--- config.mk ---
export PLATFORM = sky130hd
export DESIGN_NAME = if_fetch_queue
export DESIGN_NICKNAME = d
export VERILOG_FILES = /design/src/rtl/if_pkg.sv /design/src/rtl/if_fetch_queue_mem.sv /design/src/rtl/if_fetch_queue.sv
export SDC_FILE = /design/constraint.sdc
export NUM_CORES = 1
export LEC_CHECK = 0
export BUFFER_PORTS_ARGS = -buffer_cell sky130_fd_sc_hd__clkbuf_2
export CAP_MARGIN = 15
export CORE_UTILIZATION = 48
export DETAILED_ROUTE_END_ITERATION = 7
export PLACE_DENSITY = 0.7
export SYNTH_ARGS = -nofsm -noshare
export SYNTH_HDL_FRONTEND = slang
export SYNTH_HIERARCHICAL = 1
export SYNTH_SLANG_ARGS = --single-unit
--- constraint.sdc ---
create_clock -name clk -period 6.8 [get_ports clk]
set_input_delay 1.36 -clock clk [delete_from_list [all_inputs] [get_ports clk]]
set_output_delay 1.36 -clock clk [all_outputs]
set_load 0.1 [all_outputs]
--- src/rtl/if_pkg.sv ---
// Shared IF-side definitions: fetch word width, bubble encoding,
// and the {pc, inst} bundle passed from IF towards ID.
package if_pkg;

   localparam int WORD_W = 32;
   localparam logic [WORD_W-1:0] NOP_INST = 32'd0;

   typedef struct packed {
      logic [WORD_W-1:0] pc;
      logic [WORD_W-1:0] inst;
   } fetch_pair_t;

endpackage

--- src/rtl/if_fetch_queue_mem.sv ---
// Fetch queue storage: DEPTH x DATA_W, synchronous write,
// asynchronous read, no reset on the array.
module fetch_queue_mem #(
   parameter int DEPTH  = 4,
   parameter int DATA_W = 64
) (
   input  logic                     clk,
   input  logic                     i_we,
   input  logic [$clog2(DEPTH)-1:0] i_waddr,
   input  logic [DATA_W-1:0]        i_wdata,
   input  logic [$clog2(DEPTH)-1:0] i_raddr,
   output logic [DATA_W-1:0]        o_rdata
);

   logic [DATA_W-1:0] r_mem [DEPTH];

   always_ff @(posedge clk) begin
      if (i_we) r_mem[i_waddr] <= i_wdata;
   end

   assign o_rdata = r_mem[i_raddr];

endmodule

--- src/rtl/if_fetch_queue.sv ---
// Prefetch queue between IF and the IF/ID register; absorbs ID
// freezes and drops everything buffered on a taken branch.
module if_fetch_queue #(
   parameter int                DEPTH    = 4,
   parameter int                WORD_W   = if_pkg::WORD_W,
   parameter logic [WORD_W-1:0] NOP_INST = if_pkg::NOP_INST
) (
   input  logic                       clk,
   input  logic                       rst,
   input  logic                       in_valid,
   input  logic [WORD_W-1:0]          in_pc,
   input  logic [WORD_W-1:0]          in_inst,
   output logic                       in_ready,
   input  logic                       Branch_taken,
   input  logic                       out_ready,
   output logic                       out_valid,
   output logic [WORD_W-1:0]          out_pc,
   output logic [WORD_W-1:0]          out_inst,
   output logic [$clog2(DEPTH):0]     count
);

   import if_pkg::*;

   localparam int PW = $clog2(DEPTH);
   localparam int CW = PW + 1;
   localparam logic [CW-1:0] FULL_CNT = CW'(DEPTH);

   logic [PW-1:0]       r_wr_ptr;
   logic [PW-1:0]       r_rd_ptr;
   logic [CW-1:0]       r_count;
   logic                w_push;
   logic                w_pop;
   logic [2*WORD_W-1:0] w_wdata;
   logic [2*WORD_W-1:0] w_rdata;

   // Ready depends only on occupancy, so a pop while full
   // cannot open the door for a push in the same cycle.
   assign in_ready  = (r_count != FULL_CNT);
   assign out_valid = (r_count != '0);

   assign w_push = in_valid & in_ready & ~Branch_taken;
   assign w_pop  = out_valid & out_ready & ~Branch_taken;

   assign w_wdata = {in_pc, in_inst};

   fetch_queue_mem #(
      .DEPTH  (DEPTH),
      .DATA_W (2 * WORD_W)
   ) u_mem (
      .clk     (clk),
      .i_we    (w_push),
      .i_waddr (r_wr_ptr),
      .i_wdata (w_wdata),
      .i_raddr (r_rd_ptr),
      .o_rdata (w_rdata)
   );

   assign out_pc   = out_valid ? w_rdata[2*WORD_W-1:WORD_W] : '0;
   assign out_inst = out_valid ? w_rdata[WORD_W-1:0] : NOP_INST;
   assign count    = r_count;

   always_ff @(posedge clk or posedge rst) begin
      if (rst) begin
         r_wr_ptr <= '0;
         r_rd_ptr <= '0;
         r_count  <= '0;
      end else if (Branch_taken) begin
         r_wr_ptr <= '0;
         r_rd_ptr <= '0;
         r_count  <= '0;
      end else begin
         if (w_push) r_wr_ptr <= r_wr_ptr + PW'(1);
         if (w_pop)  r_rd_ptr <= r_rd_ptr + PW'(1);
         r_count <= r_count + CW'(w_push) - CW'(w_pop);
      end
   end

endmodule
==> metrics.log <==
[metrics] result of the run: finished clean
[metrics] synthesis-stage register bit count: 263
[metrics] maximum number of pins on one net before global-route repair: 66
[metrics] die width: 148 microns
[metrics] DRC violation total after the first TritonRoute iteration: 272
[metrics] sort of element at the end of the critical path: output pin
[metrics] number of setup violations in the final report: 0
[metrics] CP Launch Type: flop
[metrics] net count after synthesis: 520
[metrics] type of the worst min-delay path: reg -> reg
[metrics] number of gates given a new drive strength after cts: 0
[metrics] number of CTS-inserted buffers: 26
[metrics] end point of the most critical hold path: count[2]
[metrics] hold path startpoint: count[2]
[metrics] Area growth, synth to finish: 17.1%
[metrics] part of the Yosys area used for sequential elements: 0.773
[metrics] cell area after synthesis: 10200 sq um
[metrics] number of buffers on the longest clock path: 3
[metrics] DIE AREA: 21800 sq um
[metrics] most frequent cells in the layout: sky130_fd_sc_hd__edfxtp_1 (256), sky130_fd_sc_hd__clkbuf_2 (137), sky130_fd_sc_hd__and2_1 (65), sky130_fd_sc_hd__mux4_2 (60), sky130_fd_sc_hd__clkbuf_16 (27)
[metrics] number of input and output port buffers inserted: 137
[metrics] average size of a mapped cell: 22.7 sq um
[metrics] delay-heaviest family, CP: flip-flops
[metrics] total vias in the final route: 4757
[metrics] number of maximum-capacitance violations: 0
[metrics] vertical extent of the die: 148 microns
[metrics] total wirelength of the detailed-routed design: 18200 microns
[metrics] number of design rule violations left after detail routing: 0
[metrics] unrepaired setup endpoints after global routing: false
[metrics] highest attainable clock frequency: 220 MHz
[metrics] fillers: 1547
[metrics] hold bufs inserted after CTS: 0
[metrics] Worst path slowest cell: sky130_fd_sc_hd__dfrtp_4
[metrics] HPWL after detailed placement: 10400 microns
[metrics] crit path kind: reg -> out
[metrics] cells after synthesis: 448
[metrics] antenna-violating nets left: 0
[metrics] area inside the core boundary: 20500 sq um
[metrics] Reg-to-Reg Start: count[1]
[metrics] CTS root buffer: sky130_fd_sc_hd__clkbuf_16
[metrics] most frequent standard cell in the layout excluding fill and tap cells: sky130_fd_sc_hd__edfxtp_1
[metrics] share of final-layout standard cells stronger than drive strength 1: 0.406
[metrics] CP Data Required Time: 5.44 ns
[metrics] reg-to-reg setup timing slack: 4.11 ns
[metrics] via density per instance: 5.36
[metrics] highest fanout seen on the critical path: 49
[metrics] post-CTS clock slew at the launch and capture registers of the worst setup and hold paths: 0.06 ns
[metrics] count of buffer and inverter cells on the critical path: 2
[metrics] number of clock sinks seen by CTS: 263
[metrics] total overflow reported by the global router: 0
[metrics] clock tree from TritonCTS: built
[metrics] count of pins over their slew limit: 0
[metrics] number of distinct library cells after synthesis: 29
[metrics] FF-to-FF End: count[2]
[metrics] Arrival @ worst endpoint: 3.19 ns
[metrics] CP cell instances: buf_4 > mux4_2 > and2_1 > clkbuf_2
[metrics] global-route wire length before repair: 28200 microns
[metrics] Top Ports: 138
[metrics] Final Net Count: 669
[metrics] maximum level of the CTS H-tree: 1
[metrics] final-layout setup total negative slack: 0 ns
[metrics] via count of the first global-routing pass: 5138
[metrics] initial antenna violation count: 0
[metrics] worst stage delay on the critical path: 1.07 ns
[metrics] starting utilization of the core area: 0.496
[metrics] number of setup buffers added after CTS: 0
[metrics] number of placement rows: 52
[metrics] first-pass iteration count of the detailed router: 4
[metrics] gp weighted congestion: 0.713
[metrics] Max Clock Skew: 0.0102 ns
[metrics] Total Routing Usage GR: 0.171
[metrics] R2R cell count: 11
[metrics] clock insertion delay at the later pin of the skew report: 0.52 ns
[metrics] Yosys warning count: 6
[metrics] final period utilization: 0.669
[metrics] relative slew slack: 0.307
[metrics] number of instances on the worst hold path: 2
[metrics] Worst-Margin Slew: 1.04 ns
[metrics] number of hold violations in the final report: 0
[metrics] final period demand of the worst path: 4.55 ns
[metrics] post-DR wirelength/cell: 20.5 microns
-- cell type report --
class / count / area, sq um / area share
clock buffers: 32 / 694 / 0.0583
multi-input cells: 159 / 2120 / 0.178
flip-flops and latches: 263 / 7870 / 0.660
inverters: 4 / 15.0 / 0.00126
diodes: 1 / 2.50 / 0.000210
repair buffers: 143 / 731 / 0.0613
well taps: 270 / 338 / 0.0283
clock inverters: 15 / 143 / 0.0120
-- cells by family (layout without fill, tap and decap cells) --
family	after synthesis	count (layout)	share of synthesized area
muxes	65	65	0.145
xor gates and xnor gates	3	3	0.00258
and+or+nand+nor	84	84	0.0513
DFF	263	263	0.773
AOI/OAI and AO/OA	4	4	0.00332
other	0	1	0
adders and majority gates	3	3	0.00443
buffers and inverters	26	194	0.0209
-- registers in the layout, indices dropped and copies added (netlist names) --
| name | count |
|---|---|
| u_mem/r_mem | 256 |
| count | 3 |
| r_rd_ptr | 2 |
| r_wr_ptr | 2 |
-- worst register-to-register path, cell delays in order (launching register included) --
cell and delay, ns:
sky130_fd_sc_hd__dfrtp_1 0.47, sky130_fd_sc_hd__or3b_4 0.45, sky130_fd_sc_hd__and2_4 0.18, sky130_fd_sc_hd__or2b_1 0.15, sky130_fd_sc_hd__ha_1 0.23, sky130_fd_sc_hd__inv_1 0.06, sky130_fd_sc_hd__ha_1 0.13, sky130_fd_sc_hd__inv_1 0.05
sky130_fd_sc_hd__fa_1 0.40, sky130_fd_sc_hd__xor2_1 0.16, sky130_fd_sc_hd__and2_1 0.17, sky130_fd_sc_hd__nor3_1 0.14
-- cell usage after synthesis --
library cell / count / share of area
sky130_fd_sc_hd__o311ai_0: 1 / 0.00086
sky130_fd_sc_hd__mux4_1: 4 / 0.010
sky130_fd_sc_hd__buf_12: 6 / 0.012
sky130_fd_sc_hd__or3_1: 1 / 0.00062
sky130_fd_sc_hd__clkbuf_2: 2 / 0.00098
sky130_fd_sc_hd__a31o_2: 1 / 0.00086
sky130_fd_sc_hd__buf_2: 6 / 0.0030
sky130_fd_sc_hd__a311oi_1: 1 / 0.00086
sky130_fd_sc_hd__fa_1: 1 / 0.0020
sky130_fd_sc_hd__and2_4: 1 / 0.00086
sky130_fd_sc_hd__and3_1: 1 / 0.00062
sky130_fd_sc_hd__mux2_4: 1 / 0.0015
sky130_fd_sc_hd__ha_1: 2 / 0.0025
sky130_fd_sc_hd__nor3b_1: 1 / 0.00074
sky130_fd_sc_hd__o31ai_1: 1 / 0.00074
sky130_fd_sc_hd__clkbuf_1: 7 / 0.0026
sky130_fd_sc_hd__inv_1: 4 / 0.0015
sky130_fd_sc_hd__edfxtp_1: 256 / 0.76
sky130_fd_sc_hd__and3b_1: 2 / 0.0017
sky130_fd_sc_hd__nor3_1: 1 / 0.00049
sky130_fd_sc_hd__or3b_4: 1 / 0.0011
sky130_fd_sc_hd__and2_1: 65 / 0.040
sky130_fd_sc_hd__dfrtp_1: 7 / 0.017
sky130_fd_sc_hd__nor2_1: 7 / 0.0026
sky130_fd_sc_hd__nor2b_1: 3 / 0.0018
sky130_fd_sc_hd__mux4_2: 60 / 0.13
sky130_fd_sc_hd__buf_6: 1 / 0.0011
sky130_fd_sc_hd__xor2_1: 3 / 0.0026
sky130_fd_sc_hd__or2b_1: 1 / 0.00074
-- per-stage QoR --
step | cell area, sq um | hold slack [ns] | utilization | setup slack, ns | instances
floorplan | 10200 | 0.504 | - | 1.88 | 448
global placement | 11100 | 0.609 | 0.540 | 2.72 | 839
detailed placement | 11100 | 0.656 | 0.540 | 2.71 | 839
CTS | 11900 | 0.664 | 0.581 | 2.14 | 886
global route | 11900 | 0.708 | 0.581 | 2.01 | 886
finish | 11900 | 0.665 | 0.581 | 2.25 | 887
-- metal layers --
layer / global-route usage / part of all wire / routed length, microns
met1: 0.213 / 0.40 / 7240
met2: 0.300 / 0.52 / 9490
met5: 0 / 0 / 0
met4: 0.0505 / 0.020 / 363
met3: 0.0373 / 0.061 / 1110
-- worst max path at each step --
stage,startpoint,endpoint,slack [ns],cells past startpoint
detailed placement,r_rd_ptr[0],out_inst[21],2.71,4
floorplan,count[1],u_mem/r_mem[0][0],1.88,4
CTS,r_rd_ptr[0],out_inst[17],2.14,4
finish,r_rd_ptr[0],out_inst[17],2.25,4
global route,r_rd_ptr[0],out_inst[17],2.01,4
global placement,r_rd_ptr[0],out_inst[12],2.72,4
Power is left out: the tool's default activity adds up to more than one toggle a clock period on the data nets, which glitch-free logic cannot reach.
